## src/rtl/frogger_traffic_ctrl.sv

```systemverilog
// Frogger traffic controller: once per video frame moves the three road objects
// (with screen wrap) and counts the time bar down. An IDLE/RUN/PAUSED/TIMEOUT
// state machine gates all motion and countdown.
module frogger_traffic_ctrl #(
   parameter int SCREEN_W   = 640,
   parameter int FT_INIT_X  = 440,
   parameter int BUS_INIT_X = 440,
   parameter int MC_INIT_X  = 440,
   parameter int FT_SPEED   = 2,
   parameter int BUS_SPEED  = 1,
   parameter int MC_SPEED   = 3,
   parameter int MOVE_DIV   = 1,
   parameter int TIME_INIT  = 200,
   parameter int TIME_DIV   = 30
) (
   input  logic       Clk,
   input  logic       Reset,
   input  logic       frame_clk,
   input  logic       start,
   input  logic       pause,
   input  logic       frog_home,
   output logic [9:0] firetruckX,
   output logic [9:0] busX,
   output logic [9:0] motorcycleX,
   output logic [7:0] time_width,
   output logic       time_up,
   output logic       running
);

   typedef enum logic [1:0] {IDLE = 2'd0, RUN = 2'd1, PAUSED = 2'd2, TIMEOUT = 2'd3} state_t;

   localparam int MV_W = (MOVE_DIV > 1) ? $clog2(MOVE_DIV) : 1;
   localparam int TM_W = (TIME_DIV > 1) ? $clog2(TIME_DIV) : 1;
   localparam logic [10:0] SCREEN_W11 = 11'(SCREEN_W);
   localparam logic [MV_W-1:0] MV_LAST = MV_W'(MOVE_DIV - 1);
   localparam logic [TM_W-1:0] TM_LAST = TM_W'(TIME_DIV - 1);

   state_t            state_q, state_d;
   logic              frame_q, frame_d;
   logic [MV_W-1:0]   mv_cnt_q, mv_cnt_d;
   logic [TM_W-1:0]   tm_cnt_q, tm_cnt_d;
   logic [9:0]        ft_x_q, ft_x_d;
   logic [9:0]        bus_x_q, bus_x_d;
   logic [9:0]        mc_x_q, mc_x_d;
   logic [7:0]        time_q, time_d;
   logic              tick;

   // Leftward step with wrap; 11-bit math keeps X + SCREEN_W - SPD from overflowing.
   function automatic logic [9:0] move_left(input logic [9:0] x, input logic [10:0] spd);
      logic [10:0] w;
      w = {1'b0, x};
      if (w < spd) w = w + SCREEN_W11 - spd;
      else         w = w - spd;
      return w[9:0];
   endfunction

   // Rightward step with wrap at the screen edge.
   function automatic logic [9:0] move_right(input logic [9:0] x, input logic [10:0] spd);
      logic [10:0] w;
      w = {1'b0, x} + spd;
      if (w >= SCREEN_W11) w = w - SCREEN_W11;
      return w[9:0];
   endfunction

   assign tick = frame_clk & ~frame_q;

   // Next-state, divider, motion and time-bar logic; everything holds by default.
   always_comb begin
      state_d  = state_q;
      frame_d  = frame_clk;
      mv_cnt_d = mv_cnt_q;
      tm_cnt_d = tm_cnt_q;
      ft_x_d   = ft_x_q;
      bus_x_d  = bus_x_q;
      mc_x_d   = mc_x_q;
      time_d   = time_q;
      if (start) begin
         // start wins over every other input in every state: reload only.
         state_d  = RUN;
         mv_cnt_d = '0;
         tm_cnt_d = '0;
         ft_x_d   = 10'(FT_INIT_X);
         bus_x_d  = 10'(BUS_INIT_X);
         mc_x_d   = 10'(MC_INIT_X);
         time_d   = 8'(TIME_INIT);
      end else begin
         case (state_q)
            RUN: begin
               if (frog_home) time_d = 8'(TIME_INIT);
               if (pause) begin
                  // A tick arriving with pause is dropped.
                  state_d = PAUSED;
               end else if (tick) begin
                  if (mv_cnt_q == MV_LAST) begin
                     mv_cnt_d = '0;
                     ft_x_d   = move_left(ft_x_q, 11'(FT_SPEED));
                     bus_x_d  = move_right(bus_x_q, 11'(BUS_SPEED));
                     mc_x_d   = move_left(mc_x_q, 11'(MC_SPEED));
                  end else begin
                     mv_cnt_d = mv_cnt_q + 1'b1;
                  end
                  if (tm_cnt_q == TM_LAST) begin
                     tm_cnt_d = '0;
                     // frog_home reload takes precedence over the decrement.
                     if (!frog_home) begin
                        if (time_q > 8'd1) begin
                           time_d = time_q - 8'd1;
                        end else begin
                           time_d  = 8'd0;
                           state_d = TIMEOUT;
                        end
                     end
                  end else begin
                     tm_cnt_d = tm_cnt_q + 1'b1;
                  end
               end
            end
            PAUSED: begin
               if (frog_home) time_d = 8'(TIME_INIT);
               if (pause) state_d = RUN;
            end
            default: ;  // IDLE and TIMEOUT wait for start
         endcase
      end
   end

   // State register with synchronous active-low reset.
   always_ff @(posedge Clk) begin
      if (!Reset) begin
         state_q  <= IDLE;
         frame_q  <= 1'b0;
         mv_cnt_q <= '0;
         tm_cnt_q <= '0;
         ft_x_q   <= 10'(FT_INIT_X);
         bus_x_q  <= 10'(BUS_INIT_X);
         mc_x_q   <= 10'(MC_INIT_X);
         time_q   <= 8'(TIME_INIT);
      end else begin
         state_q  <= state_d;
         frame_q  <= frame_d;
         mv_cnt_q <= mv_cnt_d;
         tm_cnt_q <= tm_cnt_d;
         ft_x_q   <= ft_x_d;
         bus_x_q  <= bus_x_d;
         mc_x_q   <= mc_x_d;
         time_q   <= time_d;
      end
   end

   assign firetruckX  = ft_x_q;
   assign busX        = bus_x_q;
   assign motorcycleX = mc_x_q;
   assign time_width  = time_q;
   assign time_up     = (state_q == TIMEOUT);
   assign running     = (state_q == RUN);

endmodule

```

## config.mk

```make
export PLATFORM = sky130hd
export DESIGN_NAME = frogger_traffic_ctrl
export DESIGN_NICKNAME = d
export VERILOG_FILES = /design/src/rtl/frogger_traffic_ctrl.sv
export SDC_FILE = /design/constraint.sdc
export NUM_CORES = 1
export LEC_CHECK = 0
export ABC_AREA = 1
export CORE_ASPECT_RATIO = 0.8
export CORE_MARGIN = 5
export CORE_UTILIZATION = 49
export CTS_BUF_LIST = sky130_fd_sc_hd__clkbuf_2
export CTS_CLUSTER_DIAMETER = 30
export DETAILED_ROUTE_END_ITERATION = 10
export PLACE_DENSITY = 0.87
export SKIP_CTS_REPAIR_TIMING = 1
export SLEW_MARGIN = 40
export SYNTH_ARGS = -nofsm -noshare
export SYNTH_HDL_FRONTEND = slang
export SYNTH_SLANG_ARGS = --single-unit
```

## constraint.sdc

```tcl
create_clock -name Clk -period 1.85 [get_ports Clk]
set_input_delay 0.37 -clock Clk [delete_from_list [all_inputs] [get_ports Clk]]
set_output_delay 0.37 -clock Clk [all_outputs]
set_load 0.005 [all_outputs]
```

=== Word level (Yosys, flattened, before mapping) ===
Index checks and enable logic that the tools add are counted.

* Input port bits: 6
* Logic and storage cells: 70
* Register bits after elaboration: 47
* Output and inout port bits: 40

* Muxes and demuxes: 20
* Add/subtract/negate cells: 11
* Magnitude comparators: 4
* Bitwise gates (word level): 5
* Reduce and logical (&&, ||, !) cells: 7
* Eq/ne operators: 14

{| class="wikitable"
|+ Operators by type and width
! cell !! number
|-
| $mux 8 || 6
|-
| $sub 10x2->10 const B || 4
|-
| $mux 10 || 3
|-
| $add 10x10->10 const B || 2
|-
| $lt 10x2->1 const B || 2
|-
| $pmux 8 s2 || 1
|-
| $mux 2 || 6
|-
| $reduce_and 6->1 || 2
|-
| $add 10x1->11 const B || 1
|-
| $ge 11x10->1 const B || 1
|-
| $sub 10x10->10 const B || 1
|-
| $ne 3x3->1 const B || 3
|-
| $gt 8x1->1 const B || 1
|-
| $ne 4x3->1 const B || 2
|-
| $ne 4x4->1 const B || 2
|-
| $sub 8x1->8 const B || 1
|-
| $ne 3x2->1 const B || 2
|-
| $add 5x1->5 const B || 1
|-
| $eq 5x5->1 const B || 1
|-
| $mux 5 || 1
|-
| $eq 2x2->1 const B || 2
|-
| $not 1->1 || 4
|-
| $pmux 2 s2 || 1
|-
| $reduce_and 4->1 || 1
|-
| 9 further kinds || 10
|}

=== Logic depth before layout (Yosys ltp) ===
Gate-level depths: netlist of the first run.

* Depth in word-level cells: 8
* Gate-level depth with buffers: 14
* Gate-level depth less buffers: 14

=== Worst setup path before layout of the first run ===
OpenSTA, ideal clock, no wires.

* Path kind: flip-flop to flip-flop
* Start point: register bus_x_q[0] (netlist: busX[0])
* End point: register bus_x_q[8] (netlist: busX[8])
* Required time: 1,735 ps
* Data arrival time: 1,724 ps
* Library setup time: 115 ps
* Stages on the path, launching flop included: 14
* Path buffers: 0
* Path slack: 11 ps
* Clock period less this slack: 1,839 ps
* Cells stage by stage: dfxtp_1 > ha_1 > nand2_2 > nor2_4 > nand3_1 > nand2_2 > ha_1 > inv_1 > a21oi_2 > o21ai_2 > nand2_1 > nand2_1 > nand2_1 > nand2_1

* Word-level cells in the longest chain between the ends: 3

{| class="wikitable"
|+ Ends and longest elaborated chain
! item !! RTL line !! text
|-
| start, declared || 43 || <nowiki>logic [9:0] bus_x_q, bus_x_d;</nowiki>
|-
| start signal, assigned || 135 || <nowiki>bus_x_q <= 10'(BUS_INIT_X);</nowiki>
|-
| start signal, assigned || 144 || <nowiki>bus_x_q <= bus_x_d;</nowiki>
|-
| $add 10x1->11 (*) || 60 || <nowiki>w = {1'b0, x} + spd;</nowiki>
|-
| $sub 10x10->10 / $ge 11x10->1 (equally long branches) || 61 || <nowiki>if (w >= SCREEN_W11) w = w - SCREEN_W11;</nowiki>
|-
| $mux 10 (*) || 61 ||
|}

Mark *: on every way between the ends. The rest lies on a longest branch, timed or not.
A chain may end at the register's enable or synchronous reset.

=== Worst setup path in the final report of the first run ===
* Start point: register bus_x_q[0] (netlist: busX[0])
* End point: output port busX[0]

{| class="wikitable"
|+ RTL lines
! item !! RTL line !! text
|-
| end, declared || 23 || <nowiki>output logic [9:0] busX,</nowiki>
|}

No word-level cell between the ends.

==> results of run 1 <==
-- final cells by class --
class / instances / area, µm² / area share [%]
Inverter: 55 / 206 / 6.09
Clock inverter: 3 / 46.3 / 1.37
Tap cell: 62 / 77.6 / 2.29
Sequential cell: 45 / 921 / 27.2
Multi-Input combinational cell: 262 / 1440 / 42.5
Timing Repair Buffer: 74 / 671 / 19.8
Clock buffer: 5 / 25.0 / 0.739
-- cell families after synthesis --
logic type      synth area share, %
simple gates                   29.7
compound gates                 17.2
buf+inv                        11.1
flops                          35.0
fa+ha+maj                      5.84
xor+xnor                       1.02
other cells                   0.146
-- stage by stage --
step                      power (µW)  instances  hold slack [ns]  instance area, µm²
after global routing            1810        506            0.490                3390
after global placement          1180        491            0.473                3180
after floorplan                 1110        371            0.461                2570
final                           1750        506            0.481                3390
after detailed placement        1190        491            0.491                3180
after CTS                       1750        499            0.472                3250
-- metal layers --
layer  wire length (µm)  track usage (%)  vias up
met5                  0                0        -
met4                 71             5.37        0
met3                341             3.40       11
met2               3120             32.8       78
met1               2900             22.2     1231
li1                   -                -     1366
-- flip-flops by register name, summed over array words and instances, names as in the netlist --
| register | count |
|---|---|
| time_width | 8 |
| frame_q | 1 |
| busX | 10 |
| firetruckX | 9 |
| motorcycleX | 10 |
| tm_cnt_q | 5 |
| state_q | 2 |
-- worst reg2reg max path, cell delays in order (launching register included) --
cell,delay [ns]
dfxtp_2,0.40
buf_4,0.15
inv_1,0.09
nor2_4,0.16
nand3_2,0.12
nand2_4,0.10
ha_4,0.14
inv_1,0.04
a21oi_2,0.19
o21ai_2,0.09
nand2_1,0.08
nand2_1,0.05
nand2_1,0.06
nand2_1,0.05
-- report_power, final --
| part | total (µW) | switching, µW | internal [µW] | leakage [µW] |
|---|---|---|---|---|
| registers | 998 | 13.0 | 985 | 0.000366 |
| clock network | 571 | 341 | 230 | 0.0000392 |
| logic | 180 | 97.3 | 83.1 | 0.00108 |
| total | 1750 | 451 | 1300 | 0.00149 |
-- cell usage in the layout (no fill, tap or decap), drive strengths merged, types with 2 or more instances in the layout --
master	netlist	routed
o211ai	5	5
nor3	11	11
xor2	2	2
inv	54	54
clkbuf	5	5
o21ai	33	33
clkdlybuf4s50	0	42
dlymetal6s2s	0	2
clkinv	1	2
dfxtp	45	45
and3	3	3
a21oi	32	32
a221oi	4	4
nor2	45	45
ha	12	12
nand4	8	8
buf	4	30
or2	2	2
nand2	70	70
nand3	27	27
-- path summary, 6_finish.rpt --
kind	end	cells after the start	slack, ns	start
max	busX[0]	2	0.01	busX[0]
min	motorcycleX[2]	1	0.48	motorcycleX[2]
max reg2reg	busX[8]	13	0.07	busX[0]
min reg2reg	motorcycleX[2]	1	0.48	motorcycleX[2]
==> results.sh, run 1 <==
export IMPL_number_of_global_route_vias_before_repair=2517
export IMPL_ys_dominant_reg_cell="dfxtp_1"
export IMPL_num_antenna_cells=0
export IMPL_rows=23
export IMPL_drv_slew=0
export IMPL_vias=2686
export IMPL_peakVddDrop_v=0.000323
export IMPL_first_pass_iters=5
export IMPL_status="completed"
export IMPL_number_of_flops_mapped_to_enable_cells_by_yosys=0
export IMPL_clock_sinks=45
export IMPL_critPathKind="flop to output pin"
export IMPL_crit_slowest_cell="clkdlybuf4s50_1"
export IMPL_synthDistinctLibCells=36
export IMPL_max_freq_ghz=0.544
export IMPL_die_width_um=91.0
export IMPL_worst_path_largest_cell_delay_ns=0.50
export IMPL_required_arrival_time_at_the_worst_endpoint_ns=1.48
export IMPL_top_level_ports=46
export IMPL_clock_root_buffer="clkbuf_2"
export IMPL_timing_critical_path_cells="buf_4 > clkdlybuf4s50_1"
export IMPL_synthTopCellsByCount="nand2_1, inv_1, dfxtp_1"
export IMPL_clockBufferDepth=2
export IMPL_path_buf_inv=2
export IMPL_netlist_area_um2=2570
export IMPL_power_dens_cells_nw_per_um2=516
export IMPL_post_drt_wl_per_cell_um=12.7
export IMPL_avgViaCountPerCell=5.31
export IMPL_place_port_buffers=44
export IMPL_period_needed_ns=1.84
export IMPL_die_h_um=74.8
export IMPL_timing_critical_path_arrival_ns=1.47
export IMPL_path_delay_family="buffers and inverters"
export IMPL_hp_class="flop to flop"
export IMPL_synth_yosys_warnings=0
export IMPL_grt_util_all_layers_pct=18.1
export IMPL_fin_nets=461
export IMPL_clock_tree_htree_level_count=2
export IMPL_synth_top_cell_by_area="dfxtp_1"
export IMPL_yosys_cell_count_top_type="nand2_1"
export IMPL_synth_top_area_share_pct=35.0
export IMPL_layout_drive_gt1_share_pct=17.8
export IMPL_final_hold_viol_count=0
export IMPL_gp_routability_congestion=0.877
export IMPL_syn_nets=389
export IMPL_routed_wirelength_um=6430
export IMPL_final_setup_tns_ns=0
export IMPL_tritoncts_num_buffers=5
export IMPL_grt_max_degree=16
export IMPL_postRouteAntennaNets=0
export IMPL_placeableCoreArea_um2=5040
export IMPL_grt_setup_unrepaired="true"
export IMPL_maxCapViolations=0
export IMPL_path_clk_slew_ns=0.25
export IMPL_layout_filler_cells=418
export IMPL_number_of_remaining_drc_errors=0
export IMPL_die_area_um2=6810
export IMPL_finalSetupViolations=0
export IMPL_synth_area_leaders="dfxtp_1, nand2_1, inv_1"
export IMPL_grt_antenna_before_repair=0
export IMPL_pre_cts_ws_ns=-0.184
export IMPL_critPathCaptureType="output pin"
export IMPL_worst_setup_path_start_kind="flop"
export IMPL_cts_tree="done"
export IMPL_path_max_fanout=7
export IMPL_syn_instance_count=371
export IMPL_ys_seq_area_share_pct=35.0
export IMPL_timing_clock_skew_ns=0.0245
export IMPL_synth_async_sr_flop_share_pct=0
export IMPL_static_leakage_power_uw=0.00149
export IMPL_synthToLayoutAreaGrowth_pct=31.7
export IMPL_synth_avg_cell_area_um2=6.93
export IMPL_ys_seq_elements=45
export IMPL_global_route_wire_length_before_repair_um=10300
export IMPL_post_route_period_util_pct=99.4
export IMPL_initial_core_util_pct=51.1
export IMPL_setup_slack_ns=0.0110
export IMPL_postLayoutCoreUtil_pct=67.3
export IMPL_grt_remaining_overflow=0
export IMPL_dr_first_iter_drc_count=168
export IMPL_dpl_hpwl_um=4770
export IMPL_clk_insertion_delay_late_ns=0.42
(Power assumes the default switching activity.)
==> run 2: changes to the inputs <==
--- a/config.mk
+++ b/config.mk
@@ -8,11 +8,11 @@
 export ABC_AREA = 1
 export CORE_ASPECT_RATIO = 0.8
 export CORE_MARGIN = 5
-export CORE_UTILIZATION = 49
+export CORE_UTILIZATION = 59
 export CTS_BUF_LIST = sky130_fd_sc_hd__clkbuf_2
 export CTS_CLUSTER_DIAMETER = 30
 export DETAILED_ROUTE_END_ITERATION = 10
-export PLACE_DENSITY = 0.87
+export PLACE_DENSITY = 0.88
 export SKIP_CTS_REPAIR_TIMING = 1
 export SLEW_MARGIN = 40
 export SYNTH_ARGS = -nofsm -noshare
==> constraint.sdc (replaced) <==
create_clock -name Clk -period 2.2 [get_ports Clk]
set_input_delay 0.44 -clock Clk [delete_from_list [all_inputs] [get_ports Clk]]
set_output_delay 0.44 -clock Clk [all_outputs]
set_load 0.005 [all_outputs]
==> run 2 against run 1 <==
  * Worst setup slack improved by 0.18 ns
  * Count of clock-buffer cells in the layout increased by 1
  * Largest cell class unchanged
  * Die area decreased by 15%
==> results.sh, run 2 (synthesis gave the netlist of run 1 again) <==
export IMPL_worst_path_largest_cell_delay_ns=0.52
export IMPL_timing_critical_path_arrival_ns=1.57
export IMPL_die_width_um=83.8
export IMPL_path_max_fanout=4
export IMPL_routed_wirelength_um=5820
export IMPL_clock_tree_htree_level_count=2
export IMPL_number_of_remaining_drc_errors=0
export IMPL_power_dens_cells_nw_per_um2=420
export IMPL_crit_slowest_cell="clkdlybuf4s50_1"
export IMPL_path_delay_family="buffers and inverters"
export IMPL_cts_tree="done"
export IMPL_worst_setup_path_start_kind="flop"
export IMPL_tritoncts_num_buffers=5
export IMPL_critPathCaptureType="output pin"
export IMPL_path_clk_slew_ns=0.21
export IMPL_clock_sinks=45
export IMPL_maxCapViolations=0
export IMPL_drv_slew=0
export IMPL_clk_insertion_delay_late_ns=0.40
export IMPL_post_drt_wl_per_cell_um=12.0
export IMPL_final_setup_tns_ns=0
export IMPL_place_port_buffers=44
export IMPL_max_freq_ghz=0.498
export IMPL_fin_nets=444
export IMPL_initial_core_util_pct=61.2
export IMPL_num_antenna_cells=0
export IMPL_number_of_global_route_vias_before_repair=2322
export IMPL_period_needed_ns=2.01
export IMPL_status="completed"
export IMPL_dr_first_iter_drc_count=123
export IMPL_vias=2568
export IMPL_critPathKind="flop to output pin"
export IMPL_placeableCoreArea_um2=4200
export IMPL_grt_antenna_before_repair=0
export IMPL_grt_remaining_overflow=0
export IMPL_peakVddDrop_v=0.000349
export IMPL_grt_setup_unrepaired="false"
export IMPL_hp_class="flop to flop"
export IMPL_clock_root_buffer="clkbuf_2"
export IMPL_final_hold_viol_count=0
export IMPL_grt_max_degree=18
export IMPL_gp_routability_congestion=0.934
export IMPL_rows=21
export IMPL_grt_util_all_layers_pct=20.0
export IMPL_layout_drive_gt1_share_pct=9.37
export IMPL_post_route_period_util_pct=91.2
export IMPL_die_h_um=69.1
export IMPL_power_total_uw=1320
export IMPL_static_leakage_power_uw=0.00135
export IMPL_layout_filler_cells=342
export IMPL_mostFrequentLayoutCells="nand2_1, inv_1, dfxtp_1"
export IMPL_finalSetupViolations=0
export IMPL_global_route_wire_length_before_repair_um=9880
export IMPL_die_area_um2=5790
export IMPL_top_level_ports=46
export IMPL_required_arrival_time_at_the_worst_endpoint_ns=1.76
export IMPL_dpl_hpwl_um=4440
export IMPL_timing_critical_path_cells="inv_1 > ha_1 > clkdlybuf4s50_1"
export IMPL_synthToLayoutAreaGrowth_pct=22.1
export IMPL_avgViaCountPerCell=5.31
export IMPL_final_common_cell="nand2_1"
export IMPL_clockBufferDepth=2
export IMPL_timing_clock_skew_ns=0.00166
export IMPL_path_buf_inv=2
export IMPL_postRouteAntennaNets=0
export IMPL_first_pass_iters=4
## run 2: cell types whose count changed in the layout (fill, tap and decap cells not counted), sizes merged
cell / before / now
buf: 30 / 13
bufinv: 1 / 0
clkbuf: 5 / 6
clkdlybuf4s50: 42 / 44
clkinv: 2 / 3
clkinvlp: 1 / 0
dlymetal6s2s: 2 / 0
## run 2: final timing paths
kind / startpoint / to / slack (ns) / cells after the start
max: state_q[1] / running / 0.19 / 3
min: firetruckX[6] / firetruckX[6] / 0.51 / 2
max reg2reg: busX[0] / busX[8] / 0.28 / 13
min reg2reg: firetruckX[6] / firetruckX[6] / 0.51 / 2
## run 2: cell type report
type | instances | area, µm² | share of cell area, %
inverter | 55 | 206 | 6.57
clock buffer | 6 | 30.0 | 0.956
clock inverter | 2 | 10.0 | 0.319
sequential | 45 | 901 | 28.7
timing repair buffer | 57 | 538 | 17.1
tap | 57 | 71.3 | 2.27
multi-input combinational | 262 | 1390 | 44.1
## run 2: power breakdown
group	internal, µW	leakage [µW]	total [µW]	switching [µW]
Clock	80.0	0.0000327	341	261
Combinational	60.7	0.000952	137	76.8
Sequential	828	0.000364	840	12.0
## run 2: worst register-to-register path, cell delays in order, from the launching register on
cell and delay, ns:
dfxtp_1 0.38, ha_1 0.22, nand2_2 0.11, nor2_4 0.16
nand3_1 0.10, nand2_2 0.11, ha_1 0.19, inv_1 0.06
a21oi_2 0.21, o21ai_2 0.09, nand2_1 0.06, nand2_1 0.05
nand2_1 0.06, nand2_1 0.05
## run 2: per-layer routing
layer | part of all wire (%) | track usage [%] | up-vias
li1 | - | - | 1329
met2 | 46 | 33.6 | 78
met5 | 0 | 0 | -
met1 | 48 | 25.6 | 1156
met4 | 0.86 | 6.07 | 0
met3 | 5.0 | 4.40 | 5
## run 2: stage by stage
step           setup WS (ns)  instance area (µm²)  instances  utilization, %  hold slack (ns)
2_1_floorplan          0.361                 2570        371               -            0.470
3_3_place_gp           0.159                 3100        476            73.8            0.470
3_5_place_dp           0.110                 3100        476            73.8            0.478
4_1_cts                0.156                 3140        484            74.7            0.523
5_1_grt               0.0282                 3140        484            74.7            0.518
6_report               0.193                 3140        484            74.7            0.515
==> run 3: changes to the inputs <==
--- a/config.mk
+++ b/config.mk
@@ -5,7 +5,7 @@
 export SDC_FILE = /design/constraint.sdc
 export NUM_CORES = 1
 export LEC_CHECK = 0
-export ABC_AREA = 1
+export ABC_AREA = 0
 export CORE_ASPECT_RATIO = 0.8
 export CORE_MARGIN = 5
 export CORE_UTILIZATION = 59
==> run 3 against run 2 <==
  * Sequential power fell by 1%
  * Design area is 10% higher
  * Highest routed layer unchanged
  * Flip-flop and latch count is the same
  * Global-route usage is 4.3 points higher
  * Combinational power shrank 13%
  * Clock skew grew 0.027 ns
  * Clock power rose by 1%
  * The run now ends with negative setup slack left
  * Synthesized area down 0.88%
==> results.sh, run 3 <==
export IMPL_status="finished with violations"
export IMPL_failed_checks="negative setup slack"
export IMPL_reg2reg_setup_slack_ns=-0.05
export IMPL_first_pass_iters=5
export IMPL_avgViaCountPerCell=5.89
export IMPL_placeableCoreArea_um2=4180
export IMPL_initial_core_util_pct=61.0
export IMPL_synth_yosys_warnings=0
export IMPL_vias=2613
export IMPL_path_max_fanout=4
export IMPL_power_total_uw=1300
export IMPL_max_freq_ghz=0.445
export IMPL_grt_util_all_layers_pct=24.3
export IMPL_path_delay_family="simple AND/OR/NAND/NOR gates"
export IMPL_global_route_wire_length_before_repair_um=11400
export IMPL_tritoncts_num_buffers=5
export IMPL_clock_root_buffer="clkbuf_2"
export IMPL_critPathKind="flop to flop"
export IMPL_clk_insertion_delay_late_ns=0.40
export IMPL_mostFrequentLayoutCells="clkdlybuf4s50_1, dfxtp_1, buf_4"
export IMPL_synth_avg_cell_area_um2=8.20
export IMPL_clockBufferDepth=2
export IMPL_layout_drive_gt1_share_pct=22.5
export IMPL_dr_first_iter_drc_count=187
export IMPL_ys_seq_area_share_pct=35.3
export IMPL_grt_setup_unrepaired="true"
export IMPL_path_buf_inv=0
export IMPL_grt_antenna_before_repair=0
export IMPL_worst_path_stages=12
export IMPL_dpl_hpwl_um=5110
export IMPL_post_route_period_util_pct=102
export IMPL_routed_wirelength_um=7010
export IMPL_finalSetupViolations=1
export IMPL_clock_tree_htree_level_count=2
export IMPL_synthTopCellsByCount="dfxtp_1, nor2_1, nand2_1"
export IMPL_syn_nets=329
export IMPL_critPathLaunch="busX[0]"
export IMPL_synth_area_leaders="dfxtp_1, ha_1, nor2_1"
export IMPL_ys_dominant_reg_cell="dfxtp_1"
export IMPL_critPathCaptureType="flop"
export IMPL_timing_clock_skew_ns=0.0290
export IMPL_period_needed_ns=2.25
export IMPL_drv_slew=0
export IMPL_synth_async_sr_flop_share_pct=0
export IMPL_peakVddDrop_v=0.000412
export IMPL_ys_seq_elements=45
export IMPL_num_antenna_cells=0
export IMPL_setup_slack_ns=-0.0466
export IMPL_post_drt_wl_per_cell_um=15.8
export IMPL_yosys_cell_count_top_type="dfxtp_1"
export IMPL_grt_max_degree=23
export IMPL_path_common_cell="ha_4"
export IMPL_timing_worst_slew_pin_value_ns=0.611
export IMPL_synthDistinctLibCells=59
export IMPL_slew_headroom_pct=59.2
export IMPL_die_h_um=68.8
export IMPL_final_hold_viol_count=0
export IMPL_setup_worst_path_end="busX[7]"
export IMPL_maxCapViolations=0
export IMPL_die_width_um=83.5
export IMPL_final_design_area_no_fill_um2=3470
export IMPL_synth_top_cell_by_area="dfxtp_1"
export IMPL_die_area_um2=5740
export IMPL_synth_top_area_share_pct=35.3
export IMPL_number_of_cells_on_the_worst_reg_to_reg_path=12
export IMPL_worst_setup_path_start_kind="flop"
export IMPL_cts_tree="done"
export IMPL_rows=21
export IMPL_grt_remaining_overflow=0
export IMPL_path_clk_slew_ns=0.25
export IMPL_critical_register_to_register_path_endpoint="busX[7]"
export IMPL_fin_nets=404
export IMPL_worst_path_largest_cell_delay_ns=0.42
export IMPL_clock_sinks=45
export IMPL_hp_class="flop to flop"
export IMPL_synthToLayoutAreaGrowth_pct=36.1
export IMPL_gp_routability_congestion=0.894
export IMPL_place_port_buffers=44
export IMPL_crit_slowest_cell="dfxtp_4"
export IMPL_postRouteAntennaNets=0
export IMPL_power_dens_cells_nw_per_um2=373
export IMPL_top_level_ports=46
export IMPL_placed_area_um2=3310
export IMPL_timing_rr_start="busX[0]"
export IMPL_final_hold_worst_slack_ns=0.532
export IMPL_timing_critical_path_arrival_ns=2.58
export IMPL_timing_critical_path_cells="ha_4 > nand3_4 > nor2_4 > nand2_2 > xor2_2 > ha_4 > nor3_2 > a21oi_2 > o32ai_2 > or3_1 > a31oi_1 > o21ai_2"
export IMPL_final_setup_tns_ns=-0.0466
export IMPL_number_of_global_route_vias_before_repair=2537
export IMPL_required_arrival_time_at_the_worst_endpoint_ns=2.53
export IMPL_number_of_remaining_drc_errors=0
export IMPL_static_leakage_power_uw=0.00124
export IMPL_final_common_cell="clkdlybuf4s50_1"
export IMPL_netlist_area_um2=2550
export IMPL_syn_instance_count=311
export IMPL_number_of_flops_mapped_to_enable_cells_by_yosys=0
[run 3: changes by cell type in the layout (fill, tap and decap cells not counted), moves of 7 or more]
cell     before  now
inv_1        54   10
nand2_1      62   33
buf_4        13   38
nand3_1      25    6
o21ai_0      29   13
xnor2_1       1   11
xor2_1        2   12
a21oi_1      31   22
nand2_2       8    1
[run 3: kinds of logic (layout without fill, tap and decap cells)]
family | Yosys count | in the layout | share of synthesized area [%]
flops | 45 | 45 | 35.3
other cells | 1 | 1 | 0.147
compound gates | 62 | 62 | 16.6
buf+inv | 26 | 102 | 4.42
fa+ha+maj | 12 | 12 | 5.89
xor+xnor | 24 | 24 | 8.24
mux | 1 | 1 | 0.442
simple gates | 140 | 140 | 28.9
[run 3: cell type report]
| class | instances | area, µm² |
|---|---|---|
| multi-input combinational | 240 | 1670 |
| sequential | 45 | 912 |
| timing repair buffer | 82 | 726 |
| fill | 266 | 707 |
| tap | 57 | 71.3 |
| inverter | 12 | 45.0 |
| clock buffer | 5 | 25.0 |
| clock inverter | 3 | 17.5 |
[run 3: worst reg2reg max path: cells and delay by family (launching register included)]
| kind | cells | cell delay, ns |
|---|---|---|
| compound gates | 4 | 0.47 |
| simple gates | 5 | 0.74 |
| fa+ha+maj | 2 | 0.33 |
| flops | 1 | 0.42 |
| xor+xnor | 1 | 0.21 |
[run 3: metal layers]
metal  part of all wire [%]  up-vias  global-route usage [%]
met5                      0        -                       0
met4                    1.8        0                    9.84
met3                    6.3       16                    4.51
met2                     49      117                    44.1
met1                     43     1240                    29.2
li1                       -     1240                       -
[run 3: per-stage QoR]
step	utilization, %	worst slack, ns	instances
finish	83.1	-0.0466	444
global route	83.1	-0.185	444
global placement	79.2	-0.255	435
CTS	80.3	-0.177	443
detailed placement	79.2	-0.364	435
floorplan	-	-0.0422	311
[run 3: report_power, final]
part,total [µW],switching [µW],internal [µW]
Combinational,119,63.9,55.3
Sequential,831,8.80,822
Clock,346,271,74.3
Total,1300,344,952
[run 3: worst min path at each step]
stage / from / end / slack [ns] / depth (start not counted)
2_1_floorplan: tm_cnt_q[4] / tm_cnt_q[4] / 0.48 / 2
3_3_place_gp: tm_cnt_q[4] / tm_cnt_q[4] / 0.50 / 2
3_5_place_dp: motorcycleX[1] / motorcycleX[1] / 0.51 / 2
4_1_cts: motorcycleX[1] / motorcycleX[1] / 0.53 / 2
5_1_grt: tm_cnt_q[1] / tm_cnt_q[1] / 0.58 / 2
6_report: motorcycleX[1] / motorcycleX[1] / 0.53 / 2
